### src/rtl/sw_seq_feeder.sv
// Smith-Waterman input feeder: buffers one packed ref/query job, streams it base-by-base,
// then waits for the core's finish pulse. Optional WAIT_FIN watchdog: SW_FEED_TIMEOUT_EN.
module sw_seq_feeder #(
    parameter int LEN_REF     = 64,
    parameter int LEN_QUERY   = 32,
    parameter int TIMEOUT_CYC = 4096
) (
    input  logic       clk,
    input  logic       reset,
    input  logic       in_valid,
    output logic       in_ready,
    input  logic       in_sel,
    input  logic [7:0] in_data,
    output logic       sw_valid,
    output logic [1:0] sw_data_ref,
    output logic [1:0] sw_data_query,
    input  logic       sw_finish,
    output logic       busy,
    output logic       job_done,
    output logic       err_ovf,
    output logic       err_timeout
);
    localparam int NB_REF = LEN_REF / 4;
    localparam int NB_QRY = LEN_QUERY / 4;
    localparam int RB_W   = $clog2(NB_REF);
    localparam int QB_W   = $clog2(NB_QRY);
    localparam int IDX_W  = $clog2(LEN_REF);
    localparam logic [RB_W-1:0]  RB_LAST  = RB_W'(NB_REF - 1);
    localparam logic [QB_W-1:0]  QB_LAST  = QB_W'(NB_QRY - 1);
    localparam logic [IDX_W-1:0] IDX_LAST = IDX_W'(LEN_REF - 1);

    typedef enum logic [1:0] {
        ST_LOAD     = 2'd0,
        ST_STREAM   = 2'd1,
        ST_WAIT_FIN = 2'd2
    } state_t;

    state_t           r_state;
    state_t           w_state_nxt;
    logic [7:0]       r_ref_mem [NB_REF];
    logic [7:0]       r_qry_mem [NB_QRY];
    logic [RB_W-1:0]  r_ref_bp;
    logic [QB_W-1:0]  r_qry_bp;
    logic             r_ref_full;
    logic             r_qry_full;
    logic [IDX_W-1:0] r_idx;
    logic             r_in_ready;
    logic             r_sw_valid;
    logic [1:0]       r_sw_data_ref;
    logic [1:0]       r_sw_data_query;
    logic             r_busy;
    logic             r_job_done;
    logic             r_err_ovf;
    logic             r_err_timeout;

    logic       w_accept;
    logic       w_ref_wr;
    logic       w_qry_wr;
    logic       w_ovf;
    logic       w_ref_full_nxt;
    logic       w_qry_full_nxt;
    logic       w_fin;
    logic       w_timeout;
    logic       w_q_in_range;
    logic [7:0] w_ref_byte;
    logic [7:0] w_qry_byte;
    logic [1:0] w_ref_base;
    logic [1:0] w_qry_base;

    assign w_accept       = in_valid & r_in_ready & (r_state == ST_LOAD);
    assign w_ref_wr       = w_accept & ~in_sel & ~r_ref_full;
    assign w_qry_wr       = w_accept & in_sel & ~r_qry_full;
    assign w_ovf          = w_accept & (in_sel ? r_qry_full : r_ref_full);
    assign w_ref_full_nxt = r_ref_full | (w_ref_wr & (r_ref_bp == RB_LAST));
    assign w_qry_full_nxt = r_qry_full | (w_qry_wr & (r_qry_bp == QB_LAST));
    assign w_fin          = (r_state == ST_WAIT_FIN) & sw_finish;

    // Base i lives in byte i/4 at bit offset 2*(i%4); query is zero beyond its length.
    assign w_ref_byte   = r_ref_mem[r_idx[IDX_W-1:2]];
    assign w_qry_byte   = r_qry_mem[r_idx[QB_W+1:2]];
    assign w_ref_base   = w_ref_byte[{r_idx[1:0], 1'b0} +: 2];
    assign w_qry_base   = w_qry_byte[{r_idx[1:0], 1'b0} +: 2];
    assign w_q_in_range = (LEN_QUERY >= LEN_REF) ? 1'b1 : (r_idx < IDX_W'(LEN_QUERY));

`ifdef SW_FEED_TIMEOUT_EN
    localparam int TO_W = (TIMEOUT_CYC > 1) ? $clog2(TIMEOUT_CYC) : 1;
    localparam logic [TO_W-1:0] TO_LAST = TO_W'(TIMEOUT_CYC - 1);
    logic [TO_W-1:0] r_wait_cnt;

    // Watchdog counter: counts cycles spent in WAIT_FIN, idle elsewhere.
    always_ff @(posedge clk) begin
        if (!reset) begin
            r_wait_cnt <= '0;
        end else if (r_state == ST_WAIT_FIN) begin
            r_wait_cnt <= r_wait_cnt + TO_W'(1);
        end else begin
            r_wait_cnt <= '0;
        end
    end

    // A finish on the expiry cycle wins over the timeout.
    assign w_timeout = (r_state == ST_WAIT_FIN) & ~sw_finish & (r_wait_cnt == TO_LAST);
`else
    assign w_timeout = 1'b0;
    if (TIMEOUT_CYC < 1) begin : g_cfg_bad_timeout
    end
`endif

    // State register.
    always_ff @(posedge clk) begin
        if (!reset) begin
            r_state <= ST_LOAD;
        end else begin
            r_state <= w_state_nxt;
        end
    end

    // Next-state logic.
    always_comb begin
        w_state_nxt = r_state;
        case (r_state)
            ST_LOAD: begin
                if (w_ref_full_nxt & w_qry_full_nxt) begin
                    w_state_nxt = ST_STREAM;
                end else begin
                    w_state_nxt = ST_LOAD;
                end
            end
            ST_STREAM: begin
                if (r_idx == IDX_LAST) begin
                    w_state_nxt = ST_WAIT_FIN;
                end else begin
                    w_state_nxt = ST_STREAM;
                end
            end
            ST_WAIT_FIN: begin
                if (w_fin | w_timeout) begin
                    w_state_nxt = ST_LOAD;
                end else begin
                    w_state_nxt = ST_WAIT_FIN;
                end
            end
            default: w_state_nxt = ST_LOAD;
        endcase
    end

    // Write pointers and full flags; cleared whenever not loading.
    always_ff @(posedge clk) begin
        if (!reset) begin
            r_ref_bp   <= '0;
            r_qry_bp   <= '0;
            r_ref_full <= 1'b0;
            r_qry_full <= 1'b0;
        end else if (r_state != ST_LOAD) begin
            r_ref_bp   <= '0;
            r_qry_bp   <= '0;
            r_ref_full <= 1'b0;
            r_qry_full <= 1'b0;
        end else begin
            if (w_ref_wr) begin
                r_ref_bp   <= (r_ref_bp == RB_LAST) ? '0 : r_ref_bp + RB_W'(1);
                r_ref_full <= (r_ref_bp == RB_LAST);
            end
            if (w_qry_wr) begin
                r_qry_bp   <= (r_qry_bp == QB_LAST) ? '0 : r_qry_bp + QB_W'(1);
                r_qry_full <= (r_qry_bp == QB_LAST);
            end
        end
    end

    // Sequence storage; contents are don't-care until rewritten by the next job.
    always_ff @(posedge clk) begin
        if (w_ref_wr) begin
            r_ref_mem[r_ref_bp] <= in_data;
        end
        if (w_qry_wr) begin
            r_qry_mem[r_qry_bp] <= in_data;
        end
    end

    // Stream index and SW core drive.
    always_ff @(posedge clk) begin
        if (!reset) begin
            r_idx           <= '0;
            r_sw_valid      <= 1'b0;
            r_sw_data_ref   <= 2'b00;
            r_sw_data_query <= 2'b00;
        end else if (r_state == ST_STREAM) begin
            r_idx           <= r_idx + IDX_W'(1);
            r_sw_valid      <= 1'b1;
            r_sw_data_ref   <= w_ref_base;
            r_sw_data_query <= w_q_in_range ? w_qry_base : 2'b00;
        end else begin
            r_idx           <= '0;
            r_sw_valid      <= 1'b0;
            r_sw_data_ref   <= 2'b00;
            r_sw_data_query <= 2'b00;
        end
    end

    // Host handshake, status pulse and sticky error flags.
    always_ff @(posedge clk) begin
        if (!reset) begin
            r_in_ready    <= 1'b1;
            r_busy        <= 1'b0;
            r_job_done    <= 1'b0;
            r_err_ovf     <= 1'b0;
            r_err_timeout <= 1'b0;
        end else begin
            r_in_ready    <= (w_state_nxt == ST_LOAD);
            r_busy        <= (w_state_nxt != ST_LOAD);
            r_job_done    <= w_fin;
            r_err_ovf     <= r_err_ovf | w_ovf;
            r_err_timeout <= r_err_timeout | w_timeout;
        end
    end

    assign in_ready      = r_in_ready;
    assign sw_valid      = r_sw_valid;
    assign sw_data_ref   = r_sw_data_ref;
    assign sw_data_query = r_sw_data_query;
    assign busy          = r_busy;
    assign job_done      = r_job_done;
    assign err_ovf       = r_err_ovf;
    assign err_timeout   = r_err_timeout;
endmodule

### config.mk
export PLATFORM = sky130hd
export DESIGN_NAME = sw_seq_feeder
export DESIGN_NICKNAME = d
export VERILOG_FILES = /design/src/rtl/sw_seq_feeder.sv
export SDC_FILE = /design/constraint.sdc
export NUM_CORES = 1
export LEC_CHECK = 0
export ABC_AREA = 1
export CAP_MARGIN = 40
export CORE_MARGIN = 8
export CORE_UTILIZATION = 56
export CTS_CLUSTER_SIZE = 24
export DETAILED_ROUTE_END_ITERATION = 8
export GPL_TIMING_DRIVEN = 0
export HOLD_SLACK_MARGIN = 0.08
export MAX_ROUTING_LAYER = met4
export PLACE_DENSITY = 0.76
export SYNTH_ARGS = -nofsm -noshare
export SYNTH_HDL_FRONTEND = slang
export SYNTH_SLANG_ARGS = --single-unit
### constraint.sdc
create_clock -name clk -period 2 [get_ports clk]
set_input_delay 0.4 -clock clk [delete_from_list [all_inputs] [get_ports clk]]
set_output_delay 0.4 -clock clk [all_outputs]
set_load 0.05 [all_outputs]
Word-level counts from Yosys, hierarchy flattened --
Memory sizes are Yosys's and may differ from the RTL's. A register that Yosys moved wholly into a read port is not among the register bits. Cells that the tools add are included.
Word-level totals: register bits after elaboration 26, RAM bits 192, input port bits 13, output and inout bits 10, word-level logic and storage cells 65, memories kept 2
Operators by class: $add $sub $neg 3, order comparisons 1, eq/ne operators 5, shift operators 2, multiplexer cells 14, bitwise gates (word level) 18, reductions and logical operators 7
Memories:
- r_ref_mem | depth 16, width 8, read ports 1, clocked after Yosys merged registers in 1, write ports 1, line 40 | logic [7:0] r_ref_mem [NB_REF];
- r_qry_mem | depth 8, width 8, read ports 1, clocked after Yosys merged registers in 1, write ports 1, line 41 | logic [7:0] r_qry_mem [NB_QRY];
Operators by type and width (count):
- $shiftx A8 B4 Y2 | 2
- $and A1 B1 Y1 | 11
- $mux W4 | 2
- $mux W1 | 7
- $add A6 B1 Y6 const B | 1
- $eq A6 B6 Y1 const B | 1
- $lt A6 B6 Y1 const B | 1
- $mux W3 | 2
- $pmux W2 S3 | 1
- $add A4 B1 Y4 const B | 1
- $eq A4 B4 Y1 const B | 1
- $logic_not A2 Y1 | 2
- $mux W2 | 2
- $not A1 Y1 | 4
- $reduce_bool A2 Y1 | 2
- $add A3 B1 Y3 const B | 1
- $eq A3 B3 Y1 const B | 1
- $or A1 B1 Y1 | 3
- $reduce_and A3 Y1 | 1
- $eq A2 B1 Y1 const B | 1
- $eq A2 B2 Y1 const B | 1
- $reduce_and A2 Y1 | 1
- $reduce_or A2 Y1 | 1

Logic depth before layout (Yosys ltp) --
Gate-level depths: netlist of run 1.
depth in word-level cells 10, depth in mapped cells 15, gate-level depth less buffers 13

Worst setup path after synthesis of run 1 --
OpenSTA, ideal clock, no wires.
kind flip-flop to flip-flop, start register r_in_ready (netlist: in_ready), end memory r_qry_mem[1][0], enable pin, library setup time 0.383 ns, data arrival time 1.887 ns, required time 1.617 ns, path slack -0.271 ns, stages on the path, launching flop included 7, buffers on the path 0, period minus slack after synthesis 2.271 ns, path through dfxtp_1 > nand2_1 > nor2_4 > nand3_2 > nor2_1 > inv_1 > nor3_1
On the way: word-level cells in the longest chain between the ends 6
RTL lines:
- from (decl) | line 47 | logic r_in_ready;
- from (signal assigned) | line 210 | r_in_ready <= (w_state_nxt == ST_LOAD);
- $and A1 B1 Y1 (2 in a row) | line 70 | assign w_accept = in_valid & r_in_ready & (r_state == ST_LOAD);
- $and A1 B1 Y1 (2 in a row) | line 72 | assign w_qry_wr = w_accept & in_sel & ~r_qry_full;
- $mux W1 | line 176 | if (w_qry_wr) begin
- $mux W1 (implied by the code) | line 177 | r_qry_mem[r_qry_bp] <= in_data;
- to (decl) | line 41
Every way passes these cells.

Worst setup path in the final report of run 1 --
start register r_state[1], end memory r_ref_mem[6][1], enable pin
On the way: word-level cells in the longest chain between the ends 6
RTL lines:
- from (decl) | line 38 | state_t r_state;
- from (signal assigned) | line 114 | r_state <= w_state_nxt;
- $logic_not A2 Y1 | line 70
- $and A1 B1 Y1 | line 70
- $and A1 B1 Y1 (2 in a row) | line 71 | assign w_ref_wr = w_accept & ~in_sel & ~r_ref_full;
- $mux W1 | line 173 | if (w_ref_wr) begin
- $mux W1 (implied by the code) | line 174 | r_ref_mem[r_ref_bp] <= in_data;
- to (decl) | line 40
Every way passes these cells.

==> results.md, run 1 <==
- Violated checks: setup timing
- Initial core utilization: 56.6%
- Die outline width: 145 µm
- Maximum level of the CTS H-tree: 1
- Psw: 0.00190 W
- Average vias per placed instance: 5.53
- Final Hold Fails: 0
- Count of mapped cells out of synthesis: 868
- Worst-path fanout max: 8
- Die Span Y: 145 µm
- Mean area per synthesized cell: 10.7 µm²
- Gr usage total: 22.6%
- Maximum root-to-sink buffer count: 3
- Power Dens Cells: 870 nW/µm²
- Number of cells in the finished layout apart from fillers: 1167
- First-pass GRT wire length: 34200 µm
- Quantity of I/O buffers inserted on ports: 21
- Via count of the first global-routing pass: 6239
- Type of element capturing the critical path: flop
- Startpoint-to-endpoint class of the critical path: reg2reg
- Number of remaining DRC errors: 0
- Commonest non-fill, non-tap cell in the layout: sky130_fd_sc_hd__nand2_1
- Final-report max-slew violation count: 0
- Post-synthesis compound-gate area fraction: 4.56%
- Maximum number of pins on one net before global-route repair: 22
- CTS root buf: sky130_fd_sc_hd__clkbuf_16
- Main combinational cell family by area after synthesis: simple AND/OR/NAND/NOR gates
- Iteration-0 DRC count of the detailed router: 711
- Seq cells post-synth: 218
- Row cnt: 47
- Synth Area in Adders: 0.946%
- Half-perimeter wire length after detailed placement: 14700 µm
- Crit path launch type: flop
- Placed cell areas: 9900 µm²
- Transition time at the pin with the least slew margin: 0.783 ns
- Highest clock frequency the design can meet: 0.472 GHz
- Cell internal power dissipation: 0.00757 W
- Mux share of post-synthesis cell area: 0%
- Yosys warnings: 0
- Post-route setup TNS: -2.06 ns
- Core area: 16300 µm²
- Series of cell instances along the critical path: inv_1 -> nand2_1 -> nor2_4 -> nand3_2 -> inv_1 -> nand2_1 -> nor2_1
- Clock-pin slew on the worst setup and hold paths: 0.06 ns
- Crit-path slowest cell: sky130_fd_sc_hd__nor2_1
- Pre-Repair DR Iteration Count: 5
- Max transition margin: 47.6%
- Sw Share: 20.0%
- Share of total power in combinational logic: 2.9%
- Leakage power summed over all cells: 4.27 nW
- Max cap viols: 0
- Number of buffers added by the clock tree synthesis step: 22
- Share of layout cells above drive strength 1: 13.1%
- Fin nets: 951
- Top-level I/O count: 23
- Post-DRT Antenna Nets: 0
- Routed wire length: 22300 µm
- Most frequent cells in the layout: sky130_fd_sc_hd__nand2_1 (240), sky130_fd_sc_hd__edfxtp_1 (192), sky130_fd_sc_hd__inv_1 (89), sky130_fd_sc_hd__nand3_1 (82), sky130_fd_sc_hd__nor2_1 (79)
- Distinct cells, synth: 36
- Pre-CTS WS: -0.647 ns
- Final setup fails: 24
- Synthesis-to-layout area growth: 17.5%
- Setup repair after global routing missed its margin: true
- Post-detailed-route wirelength per cell: 19.1 µm
- Sequential power share: 52.9%
- Post-route cell area: 10900 µm²
- Result of the run: finished, violations left
- Global route total overflow: 0
- Sequential share of the synthesized area: 67.9%
- Detailed-route via count: 6459
- Number of buffer and inverter instances along the worst setup path: 2
- Top delay family on crit path: simple AND/OR/NAND/NOR gates
- Initial antenna violation count: 0
- Final weighted congestion in routability-driven placement: 0.922
- Simple-gate area share of the yosys netlist: 19.4%
- Syn_nets: 888
- Post-synthesis instance area: 9260 µm²
- WP data arrival: 2.26 ns
- Diode count: 0
- Fin worst setup slack: -0.121 ns
- Clk Latency, worst-skew pair: 0.51 ns
- Biggest cell delay along the critical path: 0.65 ns
- Clock share of power: 44.2%
- Floorplan die area: 20900 µm²
- Req. time, crit path: 2.14 ns
- Clock sink count: 218
- Synthesized-area fraction occupied by xor and xnor cells: 0%
- Worst vdd ir: 0.000711 V
- Fillers: 1239
- CTS tree: yes
- Time the final worst path needs with I/O delays and setup: 2.12 ns
- Final cycle utilization of the critical path: 106%
- Worst Clk Skew: 0.0150 ns
- Placed instance count: 1121
- Path category of the worst min-delay check: in2reg
[area by class of cell]
class / instances / area [µm²] / area share [%]
Tap cell: 220 / 275 / 2.53
Buffer: 36 / 282 / 2.59
Multi-Input combinational cell: 515 / 2470 / 22.8
Sequential cell: 218 / 6290 / 57.8
Clock inverter: 13 / 143 / 1.31
Inverter: 99 / 383 / 3.52
Clock buffer: 27 / 591 / 5.43
Timing Repair Buffer: 39 / 439 / 4.04
[routing by layer]
layer	wire [µm]	GRT usage, %	vias up
met5	0	-	-
met4	514	7.23	0
met3	2020	2.94	45
met2	10800	37.0	332
met1	8990	28.9	3062
li1	-	-	3020
[kinds of logic (layout without fill, tap and decap cells)]
family / Yosys count / after routing
DFF: 218 / 218
AOI/OAI and AO/OA: 72 / 72
other: 1 / 1
and+or+nand+nor: 435 / 435
adders and majority gates: 7 / 7
buffers and inverters: 135 / 214
[registers in the layout, summed over array words and instances, names as in the netlist, 2 cells and up]
name / cells
r_ref_bp: 4
r_qry_mem: 64
r_state: 2
sw_data_ref: 2
r_idx: 6
sw_data_query: 2
r_ref_mem: 128
r_qry_bp: 3
[cell usage after synthesis (all sizes together)]
library cell / number / area share (%)
ha: 7 / 0.95
o21a: 1 / 0.081
edfxtp: 192 / 62
o21ai: 41 / 2.2
o21bai: 1 / 0.081
nand2: 243 / 9.9
clkbuf: 2 / 0.081
nor3: 10 / 0.54
nand3: 84 / 4.7
o22ai: 2 / 0.14
a21oi: 14 / 0.84
o32ai: 1 / 0.18
nor3b: 2 / 0.16
o211ai: 9 / 0.78
nor2: 96 / 4.1
a31oi: 1 / 0.068
conb: 1 / 0.041
dfxtp: 26 / 5.6
inv: 96 / 4.0
buf: 34 / 3.0
a211oi: 1 / 0.081
clkinv: 3 / 0.12
o221ai: 1 / 0.095
[worst paths after layout]
kind	from	to	slack (ns)	depth (start not counted)
setup / recovery	r_state[1]$_SDFF_PN0_	r_ref_mem[6][1]$_DFFE_PP_	-0.12	7
hold / removal	reset	job_done$_SDFF_PN0_	0.46	3
hold reg to reg	r_qry_full$_SDFFE_PP0P_	err_ovf$_SDFF_PN0_	0.50	2
setup reg to reg	r_state[1]$_SDFF_PN0_	r_ref_mem[6][1]$_DFFE_PP_	-0.12	7
[what timing repair did]
item | CTS | global route
hold buffers | 0 | 0
buffers inserted | 0 | 6
resized for setup | 28 | 18
pin swaps | 0 | 6
setup endpoints to repair | 162 | 151
[through the flow]
step                hold slack (ns)  total power [W]  utilization [%]
global route                  0.512          0.00967             66.5
floorplan                     0.461          0.00519                -
finish                        0.464          0.00946             66.5
detailed placement            0.485          0.00534             60.6
global placement              0.475          0.00531             59.7
CTS                           0.463          0.00944             65.4
[power by group through the flow]
stage | combinational, W | sequential, W | clock [W]
floorplan | 0.0000917 | 0.00510 | 0
global placement | 0.000207 | 0.00511 | 0
detailed placement | 0.000241 | 0.00510 | 0
CTS | 0.000251 | 0.00501 | 0.00418
global route | 0.000294 | 0.00501 | 0.00437
finish | 0.000272 | 0.00501 | 0.00418
[tightest hold or removal path: cells and delay by family]
kind	cells	cell delay, ns
buffers and inverters	1	0.42
AND/OR/NAND/NOR	2	0.11
Power figures use the tool's default switching activity.
==> run 2: changes to the inputs <==
- CELL_PAD_IN_SITES_DETAIL_PLACEMENT: not set -> 1
- CELL_PAD_IN_SITES_GLOBAL_PLACEMENT: not set -> 2
- CORE_UTILIZATION: 56 -> 37
- PLACE_DENSITY: 0.76 -> not set
- PLACE_DENSITY_LB_ADDON: not set -> 0.1
==> run 2 against run 1 <==
Combinational power increased by 4%. Flip-flop and latch count unchanged. The flow now finishes without violations. Via count decreased by 3.1%. Wire length increased by 16%. Total power increased by 6.9%. Core utilization decreased by 21 points. Clock power increased by 16%. Die area increased by 45%. Hold slack improved by 0.010 ns. Final cell count increased by 10%. Design area increased by 3.5%. Clock skew decreased by 0.0027 ns.
==> results.md, run 2 (synthesis gave the netlist of run 1 again) <==
- First-pass GRT wire length: 39700 µm (was 34200 µm)
- Quantity of I/O buffers inserted on ports: 21 (unchanged)
- Gr usage total: 17.6% (was 22.6%)
- Power Dens Cells: 900 nW/µm² (was 870 nW/µm²)
- Registers with the most flip-flops: r_ref_mem: 128 flops, r_qry_mem: 64 flops, r_idx: 6 flops (unchanged)
- Final weighted congestion in routability-driven placement: 0.790 (was 0.922)
- Crit path launch type: flop (unchanged)
- Type of element capturing the critical path: flop (unchanged)
- Time the final worst path needs with I/O delays and setup: 1.84 ns (was 2.12 ns)
- Routed wire length: 26000 µm (was 22300 µm)
- Post-DRT Antenna Nets: 0 (unchanged)
- Final Hold Fails: 0 (unchanged)
- Row cnt: 58 (was 47)
- Maximum level of the CTS H-tree: 1 (unchanged)
- Fin nets: 958 (was 951)
- Floorplan die area: 30300 µm² (was 20900 µm²)
- Most frequent cells in the layout: sky130_fd_sc_hd__nand2_1 (237), sky130_fd_sc_hd__edfxtp_1 (192), sky130_fd_sc_hd__inv_1 (90), sky130_fd_sc_hd__nand3_1 (82), sky130_fd_sc_hd__nor2_1 (76) (was sky130_fd_sc_hd__nand2_1 (240), sky130_fd_sc_hd__edfxtp_1 (192), sky130_fd_sc_hd__inv_1 (89), sky130_fd_sc_hd__nand3_1 (82), sky130_fd_sc_hd__nor2_1 (79))
- Total area of multi-input combinational cells: 2500 µm² (was 2470 µm²)
- Core area: 24900 µm² (was 16300 µm²)
- Maximum root-to-sink buffer count: 3 (unchanged)
- Utilization after layout: 45.2% (was 66.5%)
- Number of buffers added by the clock tree synthesis step: 25 (was 22)
- Initial core utilization: 37.2% (was 56.6%)
- CTS tree: yes (unchanged)
- Diode count: 0 (unchanged)
- Post-route setup TNS: 0 ns (was -2.06 ns)
- Top delay family on crit path: simple AND/OR/NAND/NOR gates (unchanged)
- Total Power Consumption: 0.0101 W (was 0.00946 W)
- Number of buffer and inverter instances along the worst setup path: 2 (unchanged)
- Clock share of power: 47.7% (was 44.2%)
- Transition time at the pin with the least slew margin: 0.695 ns (was 0.783 ns)
- Leakage power summed over all cells: 4.35 nW (was 4.27 nW)
- Half-perimeter wire length after detailed placement: 18500 µm (was 14700 µm)
- Worst-path fanout max: 10 (was 8)
- Worst vdd ir: 0.000613 V (was 0.000711 V)
- Share of layout cells above drive strength 1: 15.4% (was 13.1%)
- Cell internal power dissipation: 0.00803 W (was 0.00757 W)
- Psw: 0.00209 W (was 0.00190 W)
- Maximum number of pins on one net before global-route repair: 23 (was 22)
- Sw Share: 20.6% (was 20.0%)
- Via count of the first global-routing pass: 6723 (was 6239)
- Biggest cell delay along the critical path: 0.39 ns (was 0.65 ns)
- Minimum setup slack among reg-to-reg paths: 0.16 ns (was -0.12 ns)
- Startpoint-to-endpoint class of the critical path: reg2reg (unchanged)
- Synthesis-to-layout area growth: 21.5% (was 17.5%)
- Final-report max-slew violation count: 0 (unchanged)
- Max transition margin: 53.5% (was 47.6%)
- Clk Latency, worst-skew pair: 0.52 ns (was 0.51 ns)
- Result of the run: finished clean (was finished, violations left)
- Global route total overflow: 0 (unchanged)
- Die outline width: 174 µm (was 145 µm)
- Register cell area after layout: 6290 µm² (unchanged)
- Largest reg by FF count: r_ref_mem (unchanged)
- Final setup fails: 0 (was 24)
- Post-detailed-route wirelength per cell: 20.2 µm (was 19.1 µm)
- Sequential power share: 49.5% (was 52.9%)
- Die Span Y: 174 µm (was 145 µm)
- Top-level I/O count: 23 (unchanged)
- Clock sink count: 218 (unchanged)
- Max cap viols: 0 (unchanged)
- Detailed-route via count: 6256 (was 6459)
- Crit-path slowest cell: sky130_fd_sc_hd__buf_2 (was sky130_fd_sc_hd__nor2_1)
- Iteration-0 DRC count of the detailed router: 294 (was 711)
- Highest clock frequency the design can meet: 0.543 GHz (was 0.472 GHz)
- Average vias per placed instance: 4.86 (was 5.53)
- CTS root buf: sky130_fd_sc_hd__clkbuf_16 (unchanged)
- Pre-Repair DR Iteration Count: 4 (was 5)
- Path category of the worst min-delay check: in2reg (unchanged)
- Share of total power in combinational logic: 2.8% (was 2.9%)
- Number of remaining DRC errors: 0 (unchanged)
- Setup repair after global routing missed its margin: false (was true)
- Number of cells in the finished layout apart from fillers: 1287 (was 1167)
- Library cell appearing most often on the critical path: sky130_fd_sc_hd__nor2_1
- WP data arrival: 2.27 ns (was 2.26 ns)
- Max reg flops: 128 (unchanged)
- Worst Clk Skew: 0.0123 ns (was 0.0150 ns)
- Series of cell instances along the critical path: buf_4 -> buf_2 -> nand2_1 -> o21ai_0 -> nand2_1 -> nand3_1 -> nor2_1 -> nor2_1 -> nor2_1 -> nor2_1 (was inv_1 -> nand2_1 -> nor2_4 -> nand3_2 -> inv_1 -> nand2_1 -> nor2_1)
- Fillers: 2673 (was 1239)
- Placed cell areas: 10100 µm² (was 9900 µm²)
- Placed instance count: 1233 (was 1121)
- Clock-pin slew on the worst setup and hold paths: 0.06 ns (about the same)
- Final cycle utilization of the critical path: 92.1% (was 106%)
- Req. time, crit path: 2.42 ns (was 2.14 ns)
- Commonest non-fill, non-tap cell in the layout: sky130_fd_sc_hd__nand2_1 (unchanged)
- Initial antenna violation count: 0 (unchanged)
- Post-route cell area: 11200 µm² (was 10900 µm²)
==> run 2: per-layer routing <==
layer	vias up	part of all wire, %	GRT usage (%)
met5	-	0	-
met4	0	1.7	3.71
met3	35	3.8	2.41
met2	112	48	29.1
met1	3084	47	22.9
li1	3025	-	-
==> run 2: worst register-to-register path: cells and delay by family, from the launching register on <==
family,cells,cell delay (ns)
compound gates,1,0.10
flops,1,0.35
simple gates,7,0.72
buf+inv,2,0.58
==> run 2: power groups by stage <==
stage | sequential (W) | clock (W) | combinational (W)
finish | 0.00501 | 0.00483 | 0.000284
global route | 0.00501 | 0.00508 | 0.000308
floorplan | 0.00510 | 0 | 0.0000917
CTS | 0.00501 | 0.00494 | 0.000273
detailed placement | 0.00510 | 0 | 0.000267
global placement | 0.00511 | 0 | 0.000216
==> run 2: layout make-up <==
class	count	area share (%)
clock inverter	20	2.19
tap	330	3.67
timing repair buffer	43	4.56
sequential	218	55.9
clock buffer	26	5.59
multi-input combinational	515	22.2
buffer	36	2.50
inverter	99	3.40
==> run 2: path summary, 6_finish.rpt <==
kind                                 from                         to  cells after the start
hold reg to reg   r_qry_full$_SDFFE_PP0P_         err_ovf$_SDFF_PN0_                      2
setup / recovery      r_idx[3]$_SDFF_PN0_  sw_data_ref[0]$_SDFF_PN0_                     10
hold / removal                      reset        job_done$_SDFF_PN0_                      3
setup reg to reg      r_idx[3]$_SDFF_PN0_  sw_data_ref[0]$_SDFF_PN0_                     10
==> run 2: what timing repair did <==
item,CTS,global route
endpoints found under the setup margin,146,147
setup buffers,0,8
hold endpoints to repair,0,0
pin swaps,0,6
resized for setup,32,20
hold buffers,0,0
==> run 2: metrics by stage <==
step	worst slack (ns)	hold slack (ns)
2_1_floorplan	-0.0337	0.461
3_3_place_gp	-1.09	0.481
3_5_place_dp	-0.791	0.513
4_1_cts	-0.207	0.452
5_1_grt	0.00617	0.483
6_report	0.157	0.474
